$ cat src/rtl/data_mem_responder.sv
// Data-memory responder: NUM_CHANNELS round-robin service channels front a
// word-addressed array and answer per-lane read/write requests after LATENCY cycles.
module data_mem_responder #(
  parameter int ADDR_BITS     = 8,
  parameter int DATA_BITS     = 8,
  parameter int NUM_CONSUMERS = 4,
  parameter int NUM_CHANNELS  = 1,
  parameter int LATENCY       = 2
) (
  input  logic                                     clk,
  input  logic                                     reset,
  input  logic [NUM_CONSUMERS-1:0]                 consumer_read_valid,
  input  logic [NUM_CONSUMERS-1:0][ADDR_BITS-1:0]  consumer_read_address,
  output logic [NUM_CONSUMERS-1:0]                 consumer_read_ready,
  output logic [NUM_CONSUMERS-1:0][DATA_BITS-1:0]  consumer_read_data,
  input  logic [NUM_CONSUMERS-1:0]                 consumer_write_valid,
  input  logic [NUM_CONSUMERS-1:0][ADDR_BITS-1:0]  consumer_write_address,
  input  logic [NUM_CONSUMERS-1:0][DATA_BITS-1:0]  consumer_write_data,
  output logic [NUM_CONSUMERS-1:0]                 consumer_write_ready,
  output logic [NUM_CHANNELS-1:0][2:0]             dbg_channel_state
);

  // Handshake: a lane raises valid with stable address/data and holds it until it
  // sees ready; ready then stays high (read_data valid) until valid is sampled low,
  // and clears on that edge. Ready never rises for a lane still waiting for a channel.

  localparam int DEPTH = 1 << ADDR_BITS;
  localparam int CIW   = (NUM_CONSUMERS > 1) ? $clog2(NUM_CONSUMERS) : 1;
  localparam int CNTW  = $clog2(LATENCY) + 1;

  typedef enum logic [2:0] {
    CH_IDLE        = 3'd0,
    CH_READ_WAIT   = 3'd1,
    CH_WRITE_WAIT  = 3'd2,
    CH_READ_RELAY  = 3'd3,
    CH_WRITE_RELAY = 3'd4
  } ch_state_t;

  ch_state_t                               state_q [NUM_CHANNELS];
  ch_state_t                               state_d [NUM_CHANNELS];
  logic [CIW-1:0]                          cons_q  [NUM_CHANNELS];
  logic [CIW-1:0]                          cons_d  [NUM_CHANNELS];
  logic [ADDR_BITS-1:0]                    addr_q  [NUM_CHANNELS];
  logic [ADDR_BITS-1:0]                    addr_d  [NUM_CHANNELS];
  logic [DATA_BITS-1:0]                    wdata_q [NUM_CHANNELS];
  logic [DATA_BITS-1:0]                    wdata_d [NUM_CHANNELS];
  logic [CNTW-1:0]                         cnt_q   [NUM_CHANNELS];
  logic [CNTW-1:0]                         cnt_d   [NUM_CHANNELS];
  logic [NUM_CONSUMERS-1:0]                claim_q, claim_d;
  logic [CIW-1:0]                          rr_ptr_q, rr_ptr_d;
  logic [NUM_CONSUMERS-1:0]                read_ready_q, read_ready_d;
  logic [NUM_CONSUMERS-1:0]                write_ready_q, write_ready_d;
  logic [NUM_CONSUMERS-1:0][DATA_BITS-1:0] read_data_q, read_data_d;
  logic [DATA_BITS-1:0]                    mem_q [DEPTH];
  logic [DATA_BITS-1:0]                    mem_d [DEPTH];

  logic [NUM_CONSUMERS-1:0] picked;
  logic                     granted;
  logic                     found;
  logic [CIW-1:0]           last_idx;
  logic [CIW-1:0]           idx;
  logic [CIW-1:0]           cand;

  always_comb begin
    state_d       = state_q;
    cons_d        = cons_q;
    addr_d        = addr_q;
    wdata_d       = wdata_q;
    cnt_d         = cnt_q;
    claim_d       = claim_q;
    rr_ptr_d      = rr_ptr_q;
    read_ready_d  = read_ready_q;
    write_ready_d = write_ready_q;
    read_data_d   = read_data_q;
    mem_d         = mem_q;
    picked        = '0;
    granted       = 1'b0;
    found         = 1'b0;
    last_idx      = '0;
    idx           = '0;
    cand          = '0;

    // Ascending channel order: lower channels grant first, higher channels win commits.
    for (int ch = 0; ch < NUM_CHANNELS; ch++) begin
      case (state_q[ch])
        CH_IDLE: begin
          found = 1'b0;
          idx   = '0;
          for (int i = 0; i < NUM_CONSUMERS; i++) begin
            cand = CIW'((int'(rr_ptr_q) + i) % NUM_CONSUMERS);
            if (!found && (consumer_read_valid[cand] || consumer_write_valid[cand]) &&
                !claim_q[cand] && !picked[cand]) begin
              found = 1'b1;
              idx   = cand;
            end
          end
          if (found) begin
            picked[idx]  = 1'b1;
            claim_d[idx] = 1'b1;
            cons_d[ch]   = idx;
            cnt_d[ch]    = CNTW'(LATENCY - 1);
            granted      = 1'b1;
            last_idx     = idx;
            // A lane presenting both valids gets its read first; the write waits.
            if (consumer_read_valid[idx]) begin
              state_d[ch] = CH_READ_WAIT;
              addr_d[ch]  = consumer_read_address[idx];
            end else begin
              state_d[ch] = CH_WRITE_WAIT;
              addr_d[ch]  = consumer_write_address[idx];
              wdata_d[ch] = consumer_write_data[idx];
            end
          end
        end
        CH_READ_WAIT: begin
          if (cnt_q[ch] == '0) begin
            // Reads sample the pre-edge array, so a same-edge write is not visible.
            read_data_d[cons_q[ch]]  = mem_q[addr_q[ch]];
            read_ready_d[cons_q[ch]] = 1'b1;
            state_d[ch]              = CH_READ_RELAY;
          end else begin
            cnt_d[ch] = cnt_q[ch] - 1'b1;
          end
        end
        CH_WRITE_WAIT: begin
          if (cnt_q[ch] == '0) begin
            mem_d[addr_q[ch]]         = wdata_q[ch];
            write_ready_d[cons_q[ch]] = 1'b1;
            state_d[ch]               = CH_WRITE_RELAY;
          end else begin
            cnt_d[ch] = cnt_q[ch] - 1'b1;
          end
        end
        CH_READ_RELAY: begin
          if (!consumer_read_valid[cons_q[ch]]) begin
            read_ready_d[cons_q[ch]] = 1'b0;
            claim_d[cons_q[ch]]      = 1'b0;
            state_d[ch]              = CH_IDLE;
          end
        end
        CH_WRITE_RELAY: begin
          if (!consumer_write_valid[cons_q[ch]]) begin
            write_ready_d[cons_q[ch]] = 1'b0;
            claim_d[cons_q[ch]]       = 1'b0;
            state_d[ch]               = CH_IDLE;
          end
        end
        default: state_d[ch] = CH_IDLE;
      endcase
    end

    if (granted) begin
      if (last_idx == CIW'(NUM_CONSUMERS - 1)) rr_ptr_d = '0;
      else                                      rr_ptr_d = last_idx + 1'b1;
    end
  end

  always_ff @(posedge clk or negedge reset) begin
    if (!reset) begin
      for (int ch = 0; ch < NUM_CHANNELS; ch++) begin
        state_q[ch] <= CH_IDLE;
        cons_q[ch]  <= '0;
        addr_q[ch]  <= '0;
        wdata_q[ch] <= '0;
        cnt_q[ch]   <= '0;
      end
      for (int a = 0; a < DEPTH; a++) mem_q[a] <= '0;
      claim_q       <= '0;
      rr_ptr_q      <= '0;
      read_ready_q  <= '0;
      write_ready_q <= '0;
      read_data_q   <= '0;
    end else begin
      state_q       <= state_d;
      cons_q        <= cons_d;
      addr_q        <= addr_d;
      wdata_q       <= wdata_d;
      cnt_q         <= cnt_d;
      mem_q         <= mem_d;
      claim_q       <= claim_d;
      rr_ptr_q      <= rr_ptr_d;
      read_ready_q  <= read_ready_d;
      write_ready_q <= write_ready_d;
      read_data_q   <= read_data_d;
    end
  end

  always_comb begin
    for (int ch = 0; ch < NUM_CHANNELS; ch++) dbg_channel_state[ch] = state_q[ch];
  end

  assign consumer_read_ready  = read_ready_q;
  assign consumer_write_ready = write_ready_q;
  assign consumer_read_data   = read_data_q;

endmodule

$ cat config.mk
export PLATFORM = sky130hd
export DESIGN_NAME = data_mem_responder
export DESIGN_NICKNAME = d
export VERILOG_FILES = /design/src/rtl/data_mem_responder.sv
export SDC_FILE = /design/constraint.sdc
export NUM_CORES = 2
export LEC_CHECK = 0
export CAP_MARGIN = 20
export CORE_AREA = 2 2 393 395
export CTS_CLUSTER_SIZE = 30
export DETAILED_ROUTE_END_ITERATION = 8
export DIE_AREA = 0 0 395 397
export DONT_BUFFER_PORTS = 1
export HOLD_SLACK_MARGIN = 0.02
export PLACE_DENSITY = 0.88
export RECOVER_POWER = 100
export SETUP_SLACK_MARGIN = 0.15
export SLEW_MARGIN = 25
export SYNTH_ARGS = -nofsm -noshare
export SYNTH_HDL_FRONTEND = slang
export SYNTH_SLANG_ARGS = --single-unit
export TNS_END_PERCENT = 50
$ cat constraint.sdc
create_clock -name clk -period 3.9 [get_ports clk]
set_input_delay 0 -clock clk [delete_from_list [all_inputs] [get_ports clk]]
set_output_delay 0 -clock clk [all_outputs]
set_load 0.02 [all_outputs]
==> results.toml <==
[run_status]
status = "finished, violations left"
failed_checks = "capacitance limit, slew limit, setup timing"

[worst_hold_path]
min_path_type = "in2reg"

[sta]
slew_viol_final = 482
holdWs_ns = 0.0838
worstMarginPinSlew_ns = 2.79
relSlewSlack = -0.858
hold_viol = 0
fin_skew_ns = 0.0422
fin_crit_sh = 1.03
fin_crit_ns = 4.01
setup_viol = 28
rsz0062_at_grt = "yes"
clock.fmax_mhz = 250
final.setup.worst_slack_ns = -0.108

[grt]
gr-usage-met2 = 0.542
use_met1 = 0.460
grt_max_degree = 234
grtUsageTotal = 0.356
use_met3 = 0.100
antenna_found_initial = 16
grt_pass1_vias = 64200
grt_pass1_wl_microns = 417000
grt-ovfl-total = 0
top_usage_layer = "met2"

[worst_setup_path]
r2r_cells = 11
r2r_end = "consumer_read_data[3]$_DFFE_PN0P_"
crit_buf_inv = 4
worstPathMaxFanout = 6
cp.arrival_ns = 4.76
critPathSlowestCell = "mux4_2"
timing.rr.start = "addr_q[0]$_DFFE_PN0P_"
critPathLaunch = "addr_q[0]$_DFFE_PN0P_"
crit_path_max_incr_delay_ns = 0.61
endpoint_kind = "flip-flop"
ff2ff_setup_slack_ns = -0.11
crit_family = "multiplexers"
cp-start-kind = "flip-flop"
cp.depth = 11
critPathRequiredTime_ns = 4.65
path_cells = "buf_12 -> buf_16 -> buf_6 -> mux4_2 -> mux4_2 -> nand2_1 -> nand4_1 -> a2111oi_4 -> nand4_1 -> buf_4 -> mux2_2"
crit_end = "consumer_read_data[3]$_DFFE_PN0P_"
critPathKind = "reg2reg"

[power]
p_sw_frac = 0.343
power.density_nw_per_um2 = 605
leakage_nw = 53.3
p_sw_mw = 22.9
power_mw = 66.6
clkPwrFrac = 0.313
p_int_mw = 43.7
peakVddDrop_v = 0.000637
combPwrFrac = 0.304
p_seq_frac = 0.382

[floorplanning]
rows = 144
io_pins = 149
core_area_sq_um = 153000
start_util = 0.634
die_area_sq_um = 157000
die_h_microns = 397
die_x_microns = 395

[logic_synthesis]
synthFlopType = "dfrtp_1"
synth-seq-cells = 2117
synth_seq_area_share = 0.546
synthSimpleGateAreaFrac = 0.0249
synth_top_family_by_area = "multiplexers"
synth_compound_area_frac = 0.0152
synthXorXnorAreaFrac = 0.000181
synth.mux.area_fraction = 0.392
synth_edf_count = 0
yosys_warnings = 0
synth_cells = 6184
ys_types = 64
avgSynthCellArea_sq_um = 15.7
synthArstFlopShare = 1.00
syn_area_sq_um = 97000
synth-adder-area-share = 0.000129
syn-num-nets = 6291

[routing]
drt_iter0_markers = 7258
via_per_inst = 7.03
antenna_left = 0
vias = 60800
drc_errors = 0
first_pass_iters = 8
drt-total-wl_microns = 286000
wire_per_inst_microns = 33.1

[clock_network]
cts_tree = "yes"
h-tree-depth = 4
clk_latency_ns = 0.88
root_buffer = "clkbuf_16"
clk_path_buf_depth = 3
cts_sinks = 2117
cts_inserted_buffers = 203
path_clk_slew_ns = 0.07

[layout]
fillerInstances = 8538
multi_input_area_sq_um = 42400
final_nets = 6526
drive_above_1_share = 0.511
regArea_sq_um = 53000
syn_to_final_growth_pct = 13.5

[placement]
dp_hpwl_microns = 172000
io_buffers = 0
gp_routability_congestion = 0.976

[flow_run]
maxCapViolCount = 5
## layout by cell type, fill, tap and decap left out, types with 29 or more instances in the layout
master / instances
dfrtp_1: 2104
mux2_2: 2052
mux4_2: 556
nand2_1: 255
clkbuf_16: 216
buf_4: 195
mux2i_1: 171
clkbuf_1: 137
nor2_1: 124
dlygate4sd3_1: 72
o22ai_1: 55
clkbuf_8: 53
buf_12: 48
o21ai_0: 46
mux2_1: 38
clkinv_2: 29
## synth_stat cells (3+ instances only)
cell | n | area share
o31ai_1 | 3 | 0.00023
nand3_1 | 17 | 0.00088
nor4_1 | 10 | 0.00065
nand2_1 | 259 | 0.010
o32ai_1 | 5 | 0.00045
or3_1 | 3 | 0.00019
a2111oi_2 | 5 | 0.00077
or4_1 | 3 | 0.00023
and4b_1 | 3 | 0.00031
and3_1 | 6 | 0.00039
mux2i_1 | 191 | 0.020
dfrtp_1 | 2117 | 0.55
nand2b_1 | 19 | 0.0012
nor2_1 | 117 | 0.0045
a2111oi_0 | 5 | 0.00045
and2_1 | 8 | 0.00052
a211oi_1 | 7 | 0.00054
o21bai_1 | 5 | 0.00039
buf_4 | 33 | 0.0026
o221ai_1 | 4 | 0.00036
o22ai_1 | 64 | 0.0041
mux4_2 | 556 | 0.13
a22oi_1 | 19 | 0.0015
nor2b_1 | 14 | 0.00090
a22o_1 | 3 | 0.00027
o22a_1 | 4 | 0.00036
or3b_2 | 3 | 0.00027
nor3_1 | 14 | 0.00072
nor4bb_1 | 3 | 0.00031
nor2_2 | 30 | 0.0019
o21ai_0 | 46 | 0.0024
clkbuf_1 | 311 | 0.012
nand4_1 | 9 | 0.00058
buf_6 | 10 | 0.0012
a21oi_1 | 26 | 0.0013
o311ai_0 | 5 | 0.00045
buf_2 | 76 | 0.0039
buf_1 | 31 | 0.0012
inv_1 | 9 | 0.00035
mux2_2 | 2092 | 0.24
and4_1 | 3 | 0.00027
nor4b_1 | 5 | 0.00045
## layout make-up
type / instances / share of cell area
clock buffers: 303 / 0.0549
inverters: 12 / 0.000410
repair buffers: 491 / 0.0449
clock inverters: 68 / 0.00912
flip-flops and latches: 2117 / 0.482
multi-input cells: 3594 / 0.385
diodes: 9 / 0.000205
well taps: 2044 / 0.0233
## what timing repair did
item / 4_1_cts / 5_1_grt
hold buffers: 74 / 0
pin swaps: 5 / 17
gates cloned: 4 / 14
resized for setup: 29 / 92
buffers inserted: 10 / 35
setup endpoints to repair: 32 / 348
hold endpoints to repair: 1005 / 0
## state kept, by name, indices dropped and copies added, names as in the netlist, named ones only
name,count
cons_q,2
consumer_read_data,32
cnt_q,2
addr_q,8
claim_q,4
wdata_q,8
dbg_channel_state,3
rr_ptr_q,2
mem_q,2048
## worst min-delay path, delay by kind of cell
kind | cells | cell delay [ns]
buf+inv | 1 | 0.56
compound gates | 2 | 0.21
mux | 1 | 0.11
## how the worst min path moves through the flow
stage / from / end / slack (ns) / cells after the start
after floorplan: reset / async pin / -0.30 / 0
after global placement: reset / mem_q[826]$_DFFE_PN0P_ / -0.29 / 0
after detailed placement: reset / mem_q[826]$_DFFE_PN0P_ / -0.29 / 0
after CTS: consumer_read_valid[1] / addr_q[4]$_DFFE_PN0P_ / 0.04 / 3
after global routing: consumer_write_data[29] / wdata_q[5]$_DFFE_PN0P_ / 0.11 / 4
final: consumer_write_data[29] / wdata_q[5]$_DFFE_PN0P_ / 0.08 / 4
## power by group through the flow
stage | sequential [mW] | clock, mW | combinational (mW)
2_1_floorplan | 24.5 | 0 | 11.7
3_3_place_gp | 25.9 | 0 | 16.6
3_5_place_dp | 25.9 | 0 | 17.2
4_1_cts | 25.5 | 20.8 | 18.5
5_1_grt | 25.6 | 21.8 | 20.8
6_report | 25.5 | 20.9 | 20.3
## metrics by stage
stage	setup TNS, ns	instances	utilization	setup slack (ns)	cell area, sq um
3_5_place_dp	-5.75	8117	0.662	-0.366	101000
4_1_cts	0	8576	0.715	0.130	109000
3_3_place_gp	-5.62	8107	0.660	-0.286	101000
5_1_grt	-0.0653	8633	0.719	-0.0446	110000
2_1_floorplan	0	6184	-	0.948	97000
6_report	-0.913	8638	0.719	-0.108	110000
## cell families after synthesis
family,Yosys count
multiplexers,2839
adder cells (fa/ha/maj),1
AND/OR/NAND/NOR,532
buffers and inverters,473
flip-flops,2117
XOR/XNOR,2
AO/OA/AOI/OAI,220
## layer usage
layer	share of wire	wire length, microns
met5	0.00030	86
met4	0.072	20600
met3	0.11	31400
met2	0.47	133000
met1	0.35	101000
Note: power is estimated with default switching activity, not from simulation.
